===== config.mk =====
export PLATFORM = sky130hd
export DESIGN_NAME = ct_field_unconv
export DESIGN_NICKNAME = d
export VERILOG_FILES = /design/src/rtl/ct_field_unconv.sv
export SDC_FILE = /design/constraint.sdc
export NUM_CORES = 1
export LEC_CHECK = 0
export BUFFER_PORTS_ARGS = -buffer_cell sky130_fd_sc_hd__buf_4
export CAP_MARGIN = 25
export CORE_ASPECT_RATIO = 1.5
export CORE_UTILIZATION = 51
export DETAILED_ROUTE_END_ITERATION = 6
export PLACE_DENSITY = 0.87
export SETUP_SLACK_MARGIN = 0.2
export SYNTH_ARGS = -nofsm -noshare
export SYNTH_HDL_FRONTEND = slang
export SYNTH_SLANG_ARGS = --single-unit

===== constraint.sdc =====
create_clock -name clk -period 2.5 [get_ports clk]
set_input_delay 0.375 -clock clk [delete_from_list [all_inputs] [get_ports clk]]
set_output_delay 0.375 -clock clk [all_outputs]
set_load 0.1 [all_outputs]

===== src/rtl/ct_field_unconv.sv =====
// Reverse field converter: maps an output-domain field back to its input-domain value
// through the IF/OF table, with a 2-entry registered skid buffer on the output.
// Optional macro CT_FIELD_UNCONV_PASSTHRU_UNMATCHED_EN forwards unmatched beats with o_field = 0.
module ct_field_unconv #(
    parameter int unsigned WD        = 8,
    parameter int unsigned WIF       = 2,
    parameter int unsigned WOF       = 4,
    parameter int unsigned N_ENTRIES = 3,
    parameter logic [N_ENTRIES*WIF-1:0] IF = 6'b10_01_00,
    parameter logic [N_ENTRIES*WOF-1:0] OF = 12'hC53,
    parameter int unsigned WERR      = 8
) (
    input  logic            clk,
    input  logic            reset,
    input  logic [WD-1:0]   i_data,
    input  logic [WOF-1:0]  i_field,
    input  logic            i_valid,
    output logic            o_ready,
    output logic [WD-1:0]   o_data,
    output logic [WIF-1:0]  o_field,
    output logic            o_valid,
    input  logic            i_ready,
    output logic            o_err,
    output logic [WERR-1:0] o_err_count
);

    typedef enum logic [1:0] {EMPTY, ONE, FULL} state_t;

    state_t         state, next_state;
    logic           hit_c;
    logic [WIF-1:0] lut_field_c;
    logic           accept_c;
    logic           beat_c;
    logic           take_c;
    logic           unmatched_c;
    logic           ld_m_in_c;
    logic           ld_m_skid_c;
    logic           ld_s_c;
    logic [WD-1:0]  skid_data;
    logic [WIF-1:0] skid_field;

    // Table lookup; the lowest matching index wins, no match leaves the field at zero.
    always_comb begin
        hit_c       = 1'b0;
        lut_field_c = '0;
        for (int unsigned i = 0; i < N_ENTRIES; i++) begin
            if (!hit_c && (OF[WOF*i +: WOF] == i_field)) begin
                hit_c       = 1'b1;
                lut_field_c = IF[WIF*i +: WIF];
            end
        end
    end

    assign accept_c    = i_valid & o_ready;
    assign take_c      = o_valid & i_ready;
    assign unmatched_c = accept_c & ~hit_c;
`ifdef CT_FIELD_UNCONV_PASSTHRU_UNMATCHED_EN
    assign beat_c      = accept_c;
`else
    assign beat_c      = accept_c & hit_c;
`endif

    // Skid FSM: decides where an incoming beat lands and when the skid drains into main.
    always_comb begin
        next_state  = state;
        ld_m_in_c   = 1'b0;
        ld_m_skid_c = 1'b0;
        ld_s_c      = 1'b0;
        case (state)
            EMPTY: begin
                if (beat_c) begin
                    ld_m_in_c  = 1'b1;
                    next_state = ONE;
                end
            end
            ONE: begin
                if (beat_c && take_c) begin
                    ld_m_in_c = 1'b1;
                end else if (beat_c) begin
                    ld_s_c     = 1'b1;
                    next_state = FULL;
                end else if (take_c) begin
                    next_state = EMPTY;
                end
            end
            FULL: begin
                if (take_c) begin
                    ld_m_skid_c = 1'b1;
                    next_state  = ONE;
                end
            end
            default: next_state = EMPTY;
        endcase
    end

    always_ff @(posedge clk or negedge reset) begin
        if (!reset) begin
            state   <= EMPTY;
            o_valid <= 1'b0;
            o_ready <= 1'b0;
        end else begin
            state   <= next_state;
            o_valid <= (next_state != EMPTY);
            o_ready <= (next_state != FULL);
        end
    end

    // Error pulse and saturating unmatched-beat counter.
    always_ff @(posedge clk or negedge reset) begin
        if (!reset) begin
            o_err       <= 1'b0;
            o_err_count <= '0;
        end else begin
            o_err <= unmatched_c;
            if (unmatched_c && (o_err_count != {WERR{1'b1}})) begin
                o_err_count <= o_err_count + WERR'(1);
            end
        end
    end

    // Payload registers carry no reset; their contents are only meaningful while o_valid is high.
    always_ff @(posedge clk) begin
        if (ld_m_in_c) begin
            o_data  <= i_data;
            o_field <= lut_field_c;
        end else if (ld_m_skid_c) begin
            o_data  <= skid_data;
            o_field <= skid_field;
        end
        if (ld_s_c) begin
            skid_data  <= i_data;
            skid_field <= lut_field_c;
        end
    end

endmodule


* Yosys cells after proc, flatten, opt, wreduce, memory -nomap -nowiden
Cells that the tools add are included.
Storage, ports and cells: register bits 33, input bits 16, output and inout port bits 21, logic and storage cells 53
Operators by class: add/sub/neg operators 1, eq/ne operators 7, multiplexer cells 22, bitwise operators 5, reduce and logical (&&, ||, !) cells 9
Operators with widths (count):
- $mux 2 | 8
- $mux 8 | 2
- $mux 1 | 10
- $add 8x1->8 const B | 1
- $ne 8x8->1 const B | 1
- $pmux 2 s3 | 1
- $and 1x1->1 | 4
- $eq 2x4->1 const A | 1
- $eq 3x4->1 const A | 1
- $eq 4x4->1 const A | 1
- $logic_and 1x1->1 | 4
- $reduce_bool 2->1 | 2
- $eq 2x1->1 const B | 1
- $eq 2x2->1 const B | 1
- $logic_not 1->1 | 2
- $logic_not 2->1 | 1
- $ne 2x2->1 const B | 1
- $pmux 1 s2 | 1
- $not 1->1 | 1

* Longest topological paths before layout
Gate-level depths: netlist of the first run.
word-level depth 13, depth in mapped cells 5, depth with buffers taken out 5

* Least setup slack after synthesis of the first run
OpenSTA, ideal clock, no wires.
path kind reg-to-reg, from reg o_valid, to reg o_data[0], enable pin, data arrival time 2.041 ns, required time 2.106 ns, setup slack 0.065 ns, stages on the path, launching flop included 3, clock period less this slack 2.435 ns, cells stage by stage dfrtp_1 -> nand2_1 -> o31ai_1
On the way: word-level cells in the longest chain between the ends 5
Ends and longest elaborated chain:
- start, declared | line 21 | output logic o_valid,
- start signal, assigned | line 103 | o_valid <= (next_state != EMPTY);
- $and 1x1->1 (*) | line 55 | assign take_c = o_valid & i_ready;
- $logic_and 1x1->1 | line 77 | if (beat_c && take_c) begin
- $mux 1 | line 77
- $pmux 1 s2 | line 69 | case (state)
- $reduce_bool 2->1 (no line) (*)
- end signal, assigned | line 124 | o_data <= i_data;
- end signal, assigned | line 127 | o_data <= skid_data;
- end, declared | line 19 | output logic [WD-1:0] o_data,
Mark *: on every way between the ends. The rest lies on a longest branch, timed or not. A chain may end at the register's enable or synchronous reset.

* Final worst setup path of the first run
from in i_field[1], to reg o_field[1], enable pin
On the way: word-level cells in the longest chain between the ends 13
Ends and longest elaborated chain:
- start, declared | line 16 | input logic [WOF-1:0] i_field,
- $eq 2x4->1 | line 47 | if (!hit_c && (OF[WOF*i +: WOF] == i_field)) begin
- $mux 1 | line 47
- $logic_not 1->1 | line 47
- $logic_and 1x1->1 | line 47
- $mux 1 | line 47
- $logic_not 1->1 | line 47
- $logic_and 1x1->1 | line 47
- $mux 1 (*) | line 47
- $and 1x1->1 (*) | line 60 | assign beat_c = accept_c & hit_c;
- $logic_and 1x1->1 | line 77
- $mux 1 | line 77
- $pmux 1 s2 (*) | line 69
- $reduce_bool 2->1 (no line) (*)
- end signal, assigned | line 125 | o_field <= lut_field_c;
- end signal, assigned | line 128 | o_field <= skid_field;
- end, declared | line 20 | output logic [WIF-1:0] o_field,
Marks and branches as above.

==> results of run 1 <==
[layer usage]
metal / vias up / wire (um) / GRT usage (%)
met2: 41 / 1370 / 34.6
met4: 0 / 73 / 11.0
met5: - / 0 / 0
met3: 8 / 188 / 7.86
met1: 478 / 1020 / 21.2
li1: 448 / - / -
[how the worst max path moves through the flow]
stage | from | end | slack (ns) | cells past startpoint
finish | i_field[1] | o_field[1] | 0.79 | 5
global route | o_ready | o_field[1] | 0.72 | 4
CTS | i_field[1] | o_field[1] | 0.81 | 5
detailed placement | i_field[1] | o_data[2] | 0.50 | 5
global placement | i_field[0] | o_data[3] | 0.58 | 5
floorplan | o_err_count[0] | o_err_count[1] | 0.30 | 5
[power groups by stage]
stage | Sequential (mW) | Clock (mW) | Combinational (mW)
after floorplan | 1.32 | 0 | 0.210
after global placement | 0.781 | 0 | 0.928
after detailed placement | 0.787 | 0 | 0.948
after CTS | 0.779 | 0.393 | 0.949
after global routing | 0.794 | 0.422 | 0.985
final | 0.781 | 0.382 | 0.946
[synth_stat cells (3+ instances only)]
cell / instances / area, um^2
a31oi_1: 3 / 18.8
dfrtp_1: 13 / 325
mux2_2: 7 / 78.8
inv_1: 3 / 11.3
nand2_1: 5 / 18.8
mux2_4: 5 / 75.1
o21ai_0: 4 / 20.0
nor2_1: 4 / 15.0
edfxtp_1: 20 / 601
a21oi_1: 4 / 20.0
[layout make-up]
cell class | count | area [um^2]
Clock inverter | 2 | 10.0
Tap cell | 37 | 46.3
Fill cell | 210 | 845
Inverter | 3 | 11.3
Timing Repair Buffer | 37 | 280
Clock buffer | 6 | 72.6
Sequential cell | 33 | 926
Multi-Input combinational cell | 60 | 485
[sequential cells by signal (all words and copies together), names as in the netlist]
register,flops
o_err_count,8
state,2
o_err,1
o_valid,1
skid_field,2
skid_data,8
o_ready,1
o_field,2
o_data,8
[worst max-delay path: stages]
cell and delay, ns:
buf_4 0.13, nand4bb_1 0.24, o22ai_2 0.32, nand2_2 0.26, o31ai_2 0.29
[logic make-up after synthesis]
group           count (synthesis)  share of synthesized area (%)
simple gates                   27                           11.7
flops                          33                           64.3
mux                            14                           12.2
compound gates                 15                           6.78
buf+inv                         5                           2.35
fa+ha+maj                       1                          0.869
xor+xnor                        3                           1.82
[metrics by stage]
stage          total power [mW]  hold WS (ns)
2_1_floorplan              1.53        0.0794
3_3_place_gp               1.71         0.227
3_5_place_dp               1.73         0.228
5_1_grt                    2.20         0.260
4_1_cts                    2.12         0.265
6_report                   2.11         0.274
[repair_timing]
item	4_1_cts	5_1_grt
hold buffers	1	0
resized for setup	0	0
endpoints found under the hold margin	13	0
==> results.sh, run 1 <==
export IMPL_status="complete, no violations"
export IMPL_min_path_cells=1
export IMPL_drive_above_1_share_pct=44.0
export IMPL_timing_final_hold_violations=0
export IMPL_required_ns=2.41
export IMPL_fp_dieW_um=45.4
export IMPL_post_place_cells=169
export IMPL_ys_warn_count=0
export IMPL_r2r_start="o_ready"
export IMPL_design_area_um2=1830
export IMPL_clock_fmax_ghz=0.585
export IMPL_synthCells=98
export IMPL_power_density_nw_per_um2=1150
export IMPL_routed_wirelength_um=2660
export IMPL_combPwrFrac_pct=44.8
export IMPL_root_buffer="clkbuf_8"
export IMPL_reg2reg_to="o_field[1]"
export IMPL_cts_path_max_buffers=2
export IMPL_skew_ns=0.00705
export IMPL_setup_viol=0
export IMPL_avgRoutedWirePerCell_um=14.9
export IMPL_syn_to_final_growth_pct=27.2
export IMPL_worst_pin_slew_ns=0.821
export IMPL_async_reset_ff_share_pct=39.4
export IMPL_via_per_inst=5.48
export IMPL_fp_dieH_um=67.1
export IMPL_cts_buffers=5
export IMPL_seq_power_share_pct=37.0
export IMPL_path_class="in2reg"
export IMPL_synth_cell_types=32
export IMPL_rsz0062_at_grt="no"
export IMPL_gp_congestion=0.772
export IMPL_vias=975
export IMPL_period_share_pct=68.4
export IMPL_avgSynthCellArea_um2=14.7
export IMPL_max_slew_margin_pct=44.9
export IMPL_timing_final_max_slew_violations=0
export IMPL_antenna_found_initial=0
export IMPL_critPathMaxFanout=11
export IMPL_nets=157
export IMPL_final_cell_count_no_fill=178
export IMPL_end_kind="register"
export IMPL_fin_crit_ns=1.71
export IMPL_final_common_cell="buf_4"
export IMPL_syn_area_um2=1440
export IMPL_startpoint_type="primary input"
export IMPL_cap_violations=0
export IMPL_port_buffers=36
export IMPL_p_sw_share_pct=48.0
export IMPL_finalSetupTns_ns=0
export IMPL_core_area_um2=2680
export IMPL_hold_path_startpoint="i_data[6]"
export IMPL_overflow=0
export IMPL_num_antenna_cells=0
export IMPL_dr_pass1_iters=4
export IMPL_min_path_type="in2reg"
export IMPL_drc_errors=0
export IMPL_cts_setup_buffers=0
export IMPL_clkPwrFrac_pct=18.1
export IMPL_intPower_mw=1.10
export IMPL_ys_seq_area_share_pct=64.3
export IMPL_critPathArrivalTime_ns=1.62
export IMPL_hpwl_um=1940
export IMPL_cts_sinks=33
export IMPL_r2r_setup_slack_ns=0.82
export IMPL_utilization_pct=68.4
export IMPL_rows=23
export IMPL_place_area_um2=1740
export IMPL_grt_start_max_net_pins=14
export IMPL_ys_ff_latch=33
export IMPL_die_area_um2=3040
export IMPL_insertion_delay_ns=0.29
export IMPL_pre_cts_slack_ns=0.500
export IMPL_drt_iter0_markers=15
export IMPL_synth_edf_count=20
export IMPL_synth_nets=115
export IMPL_cts_tree="built"
export IMPL_ant_nets=0
export IMPL_synthFlopType="edfxtp_1"
export IMPL_htreeDepth=2
export IMPL_setup_ws_ns=0.791
export IMPL_first_global_vias=961
export IMPL_p_leak_nw=0.769
export IMPL_clkTransAtPathRegs_ns=0.07
export IMPL_ir_worst_vdd_v=0.00141
export IMPL_start_util_pct=53.8
export IMPL_grt_pass1_wl_um=4250
export IMPL_worst_r2r_cell_count=4
export IMPL_track_usage_pct=20.6
export IMPL_switchingPower_mw=1.01
export IMPL_whs_endpoint="skid_data[6]"
export IMPL_final_cell_mix="buf_4, edfxtp_1, dfrtp_1, mux2_2"
export IMPL_io_pins=37
No activity file was read; power rests on OpenSTA's default activity.
==> run 2: changes to the inputs <==
--- a/config.mk
+++ b/config.mk
@@ -5,6 +5,7 @@
 export SDC_FILE = /design/constraint.sdc
 export NUM_CORES = 1
 export LEC_CHECK = 0
+export ABC_AREA = 1
 export BUFFER_PORTS_ARGS = -buffer_cell sky130_fd_sc_hd__buf_4
 export CAP_MARGIN = 25
 export CORE_ASPECT_RATIO = 1.5
==> constraint.sdc (replaced) <==
create_clock -name clk -period 1.7 [get_ports clk]
set_input_delay 0.255 -clock clk [delete_from_list [all_inputs] [get_ports clk]]
set_output_delay 0.255 -clock clk [all_outputs]
set_load 0.1 [all_outputs]
==> run 2 against run 1 <==
Core utilization grew 5.0 points. Flip-flop and latch count is the same. Final cell count grew 29%. Clock skew shrank 0.0040 ns. Clock power grew 46%. Combinational power grew 48%. Sequential share of layout area shrank 1.9 points. Hold slack lost 0.11 ns. Non-clock buffer count grew 5. Die area grew 0.50%.
==> results.sh, run 2 <==
export IMPL_finalSetupTns_ns=0
export IMPL_fin_crit_ns=1.41
export IMPL_critPathMaxFanout=5
export IMPL_status="complete, no violations"
export IMPL_synth_edf_count=20
export IMPL_rsz0062_at_grt="no"
export IMPL_synthCells=142
export IMPL_rows=23
export IMPL_synth_nets=159
export IMPL_htreeDepth=2
export IMPL_die_area_um2=3060
export IMPL_synth_common_cells="nand2_1, edfxtp_1, inv_1"
export IMPL_setup_viol=0
export IMPL_nets=208
export IMPL_fp_dieH_um=67.3
export IMPL_synth_largest_area_cell="edfxtp_1"
export IMPL_gp_congestion=0.869
export IMPL_timing_final_hold_violations=0
export IMPL_ant_nets=0
export IMPL_critPathArrivalTime_ns=1.41
export IMPL_cts_sinks=33
export IMPL_period_share_pct=82.8
export IMPL_end_kind="register"
export IMPL_avgRoutedWirePerCell_um=12.3
export IMPL_timing_final_max_slew_violations=0
export IMPL_insertion_delay_ns=0.28
export IMPL_grt_start_max_net_pins=14
export IMPL_hpwl_um=2070
export IMPL_grt_pass1_wl_um=4360
export IMPL_path_class="reg2reg"
export IMPL_netlist_area_leader_share_pct=41.5
export IMPL_dr_pass1_iters=4
export IMPL_cap_violations=0
export IMPL_cts_path_max_buffers=2
export IMPL_fp_dieW_um=45.5
export IMPL_ff_latch_area_um2=956
export IMPL_p_leak_nw=0.907
export IMPL_synth_area_leaders="edfxtp_1, dfrtp_1, nand2_1"
export IMPL_clock_fmax_ghz=0.711
export IMPL_cts_buffers=5
export IMPL_skew_ns=0.00300
export IMPL_io_pins=37
export IMPL_ys_ff_latch=33
export IMPL_root_buffer="clkbuf_8"
export IMPL_avgSynthCellArea_um2=10.2
export IMPL_first_global_vias=1056
export IMPL_ys_warn_count=0
export IMPL_power_density_nw_per_um2=1590
export IMPL_min_path_type="in2reg"
export IMPL_syn_area_um2=1450
export IMPL_drc_errors=0
export IMPL_start_util_pct=54.1
export IMPL_largestRegisters="o_data x8, o_err_count x8, skid_data x8"
export IMPL_cts_tree="built"
export IMPL_final_common_cell="nand2_1"
export IMPL_syn_to_final_growth_pct=35.8
export IMPL_vias=1147
export IMPL_routed_wirelength_um=2820
export IMPL_port_buffers=36
export IMPL_async_reset_ff_share_pct=39.4
export IMPL_multi_input_area_um2=485
export IMPL_utilization_pct=73.4
export IMPL_via_per_inst=5.01
export IMPL_synthFlopType="edfxtp_1"
export IMPL_clkTransAtPathRegs_ns=0.07
export IMPL_drt_iter0_markers=34
export IMPL_synth_cell_types=20
export IMPL_ys_seq_area_share_pct=64.0
export IMPL_num_antenna_cells=0
export IMPL_final_cell_mix="nand2_1, buf_4, edfxtp_1, inv_1, dfrtp_4"
export IMPL_track_usage_pct=20.8
export IMPL_ir_worst_vdd_v=0.00147
export IMPL_core_area_um2=2680
export IMPL_fill_cells=201
export IMPL_antenna_found_initial=0
export IMPL_worst_pin_slew_ns=0.280
export IMPL_overflow=0
export IMPL_synth_most_common_cell="nand2_1"
export IMPL_required_ns=1.70
export IMPL_startpoint_type="register"
export IMPL_drive_above_1_share_pct=39.1
export IMPL_max_slew_margin_pct=81.5
run 2: changes by cell type in the layout (fill, tap and decap cells not counted), moves of 7 or more:
cell	delta
dfrtp_1	-10
inv_1	+10
mux2_2	-7
nand2_1	+49
dfrtp_4	+7
run 2: cells by family after synthesis:
| kind of cell | share of synthesized area [%] |
|---|---|
| AND/OR/NAND/NOR | 22.6 |
| buffers and inverters | 5.96 |
| flip-flops | 64.0 |
| XOR/XNOR | 4.24 |
| AO/OA/AOI/OAI | 2.33 |
| adder cells (fa/ha/maj) | 0.864 |
run 2: worst paths after layout:
check,from,to,slack [ns],depth (start not counted)
setup / recovery,o_valid,skid_data[7],0.29,6
hold / removal,i_data[7],skid_data[7],0.16,1
setup reg to reg,o_valid,skid_data[7],0.29,6
hold reg to reg,skid_data[1],o_data[1],0.52,2
max in group asynchronous,reset,o_err_count[1],1.18,2
min in group asynchronous,reset,o_err_count[4],0.34,2
run 2: repair_timing:
| action | in CTS | in global routing |
|---|---|---|
| setup buffers | 0 | 5 |
| pin swaps | 0 | 1 |
| setup endpoints to repair | 8 | 19 |
| gates resized for setup | 1 | 3 |
| hold buffers | 1 | 0 |
| cloned | 0 | 2 |
| endpoints found under the hold margin | 13 | 0 |
run 2: layout make-up:
type,count,area share (%)
repair inverters,1,0.382
well taps,37,2.36
repair buffers,42,16.2
clock inverters,3,0.891
flip-flops and latches,33,48.6
clock buffers,5,3.50
multi-input cells,91,24.7
inverters,17,3.37
run 2: report_power, final:
group | internal (mW) | total (mW) | leakage, nW | switching (mW)
combinational | 0.327 | 1.40 | 0.530 | 1.07
clock | 0.282 | 0.558 | 0.0439 | 0.276
sequential | 1.04 | 1.17 | 0.333 | 0.130
run 2: per-layer routing:
metal,track usage [%],vias to the layer above,wire [um]
li1,-,554,-
met1,20.3,537,1060
met3,7.22,12,168
met4,14.4,0,107
met5,0,-,0
met2,35.4,44,1480
run 2: metrics by stage:
stage	instances	hold slack [ns]	area [um^2]	setup slack (ns)	power (mW)
4_1_cts	222	0.149	1910	0.214	3.13
3_3_place_gp	213	0.105	1800	0.249	2.52
5_1_grt	229	0.148	1970	0.209	3.26
6_report	229	0.160	1970	0.293	3.13
3_5_place_dp	213	0.109	1800	0.165	2.56
2_1_floorplan	142	-0.0406	1510	0.180	2.27
run 2: critical path: stages, from the launching register on:
cell and delay, ns:
dfrtp_4 0.48, nand2_2 0.08, inv_2 0.05, nor2_4 0.13, nand4_1 0.09, buf_4 0.18
clkinvlp_4 0.11
==> run 3: changes to the inputs <==
==> constraint.sdc (replaced) <==
create_clock -name clk -period 1.37 [get_ports clk]
set_input_delay 0.2055 -clock clk [delete_from_list [all_inputs] [get_ports clk]]
set_output_delay 0.2055 -clock clk [all_outputs]
set_load 0.1 [all_outputs]
==> run 3 against run 2 <==
The run now ends with setup timing left. Cell area rose by 31%. Die area unchanged. Hold slack got worse by 0.056 ns. Count of clock-buffer cells in the layout is the same. Clock skew up 0.0042 ns. Flip-flop and latch count unchanged. Via count is 38% higher.
==> results.sh, run 3 (synthesis gave the netlist of run 2 again) <==
export IMPL_status="finished, violations left"
export IMPL_violations="setup timing"
export IMPL_hold_path_startpoint="i_data[2]"
export IMPL_clkTransAtPathRegs_ns=0.07
export IMPL_cts_buffers=5
export IMPL_avgRoutedWirePerCell_um=28.0
export IMPL_cts_path_max_buffers=2
export IMPL_drc_errors=0
export IMPL_root_buffer="clkbuf_8"
export IMPL_routed_wirelength_um=7120
export IMPL_r2r_setup_slack_ns=-0.13
export IMPL_cap_violations=0
export IMPL_min_path_cells=1
export IMPL_power_density_nw_per_um2=2150
export IMPL_critPathMaxFanout=6
export IMPL_dr_pass1_iters=4
export IMPL_track_usage_pct=30.3
export IMPL_grt_start_max_net_pins=14
export IMPL_skew_ns=0.00721
export IMPL_worst_pin_slew_ns=0.321
export IMPL_syn_to_final_growth_pct=78.2
export IMPL_fin_crit_ns=1.55
export IMPL_nets=233
export IMPL_worst_r2r_cell_count=8
export IMPL_path_class="in2reg"
export IMPL_whs_endpoint="skid_data[2]"
export IMPL_clock_fmax_ghz=0.645
export IMPL_cp_depth=7
export IMPL_cts_sinks=33
export IMPL_ant_nets=0
export IMPL_fill_cells=46
export IMPL_crit_slowest_cell="nor2_1"
export IMPL_design_area_um2=2580
export IMPL_grt_pass1_wl_um=6330
export IMPL_setup_viol=41
export IMPL_setup_ws_ns=-0.181
export IMPL_cp_top_family="simple AND/OR/NAND/NOR gates"
export IMPL_path_cells="buf_4 > nor2_1 > nand2_1 > nand3_2 > nand4_2 > nand2_1 > nand2_1"
export IMPL_vias=1582
export IMPL_critPathBufInv=1
export IMPL_critPathArrivalTime_ns=1.60
export IMPL_fp_dieW_um=45.5
export IMPL_rsz0062_at_grt="yes"
export IMPL_cp_common_cell="nand2_1"
export IMPL_port_buffers=36
export IMPL_htreeDepth=2
export IMPL_critPathMaxStageDelay_ns=0.27
export IMPL_fp_dieH_um=67.3
export IMPL_insertion_delay_ns=0.29
export IMPL_die_area_um2=3060
export IMPL_timing_final_max_slew_violations=0
export IMPL_hpwl_um=2260
export IMPL_drive_above_1_share_pct=62.7
export IMPL_antenna_found_initial=0
export IMPL_end_kind="register"
export IMPL_overflow=0
export IMPL_min_path_type="in2reg"
export IMPL_rows=23
export IMPL_final_common_cell="buf_4"
export IMPL_place_area_um2=1910
export IMPL_hold_ws_ns=0.104
export IMPL_num_antenna_cells=0
export IMPL_startpoint_type="primary input"
export IMPL_cts_tree="built"
export IMPL_p_leak_nw=1.20
export IMPL_r2r_start="o_valid"
export IMPL_largestRegisters="o_data x8, o_err_count x8, skid_data x8"
export IMPL_first_global_vias=1405
export IMPL_via_per_inst=6.23
export IMPL_final_cell_mix="buf_4, nand2_1, edfxtp_1, buf_6, nand2_2"
export IMPL_ir_worst_vdd_v=0.00239
export IMPL_drt_iter0_markers=156
export IMPL_max_slew_margin_pct=78.5
export IMPL_core_area_um2=2680
export IMPL_start_util_pct=54.1
export IMPL_io_pins=37
export IMPL_reg2reg_to="o_data[2]"
export IMPL_period_share_pct=113
export IMPL_gp_congestion=0.848
export IMPL_timing_final_hold_violations=0
export IMPL_required_ns=1.42
## run 3: cell types whose count changed in the layout (fill, tap and decap cells not counted), sizes merged
cell and change:
bufinv +2, clkinvlp -1, nand2 -1, nand4 +1, buf +24
## run 3: routing by layer
metal | up-vias | GRT usage, % | wire [um]
li1 | 604 | - | -
met1 | 729 | 28.7 | 2050
met2 | 175 | 57.5 | 3550
met3 | 74 | 6.42 | 669
met4 | 0 | 15.5 | 845
met5 | - | 0 | 0
## run 3: final cells by class
| cell class | count | area [um^2] | area share [%] |
|---|---|---|---|
| inverter | 17 | 81.3 | 3.15 |
| clock inverter | 3 | 65.1 | 2.52 |
| multi-input combinational | 91 | 678 | 26.3 |
| timing repair buffer | 66 | 668 | 25.9 |
| tap | 37 | 46.3 | 1.79 |
| timing repair inverter | 2 | 16.3 | 0.630 |
| sequential | 33 | 956 | 37.1 |
| clock buffer | 5 | 68.8 | 2.67 |
## run 3: stage by stage
step	worst slack, ns	utilization, %	total power, mW	TNS [ns]	std cells
after floorplan	-0.150	-	2.83	-4.34	142
after global placement	-0.0172	71.2	3.27	-0.163	226
after detailed placement	-0.112	71.2	3.33	-1.63	226
after CTS	0.00193	86.1	4.89	0	244
after global routing	-0.295	96.4	5.65	-8.53	254
final	-0.181	96.4	5.55	-4.62	254
## run 3: what timing repair did
item / in CTS / in global routing
resized for setup: 49 / 52
hold endpoints to repair: 13 / 0
setup endpoints to repair: 51 / 51
buffers inserted: 8 / 8
pin swaps: 8 / 13
hold buffers: 1 / 0
gates cloned: 1 / 2
## run 3: how the worst max path moves through the flow
stage                        start        endpoint  slack [ns]
global placement    o_err_count[1]  o_err_count[7]       -0.02
detailed placement      i_field[1]       o_data[2]       -0.11
finish                  i_field[1]       o_data[3]       -0.18
global route            i_field[1]       o_data[0]       -0.30
floorplan           o_err_count[0]  o_err_count[6]       -0.15
CTS                        o_valid    skid_data[3]       0.002
## run 3: where the power goes
part	total [mW]	switching, mW	internal (mW)
logic	2.94	1.90	1.04
registers	1.50	0.207	1.29
clock network	1.11	0.384	0.723
total	5.55	2.49	3.05
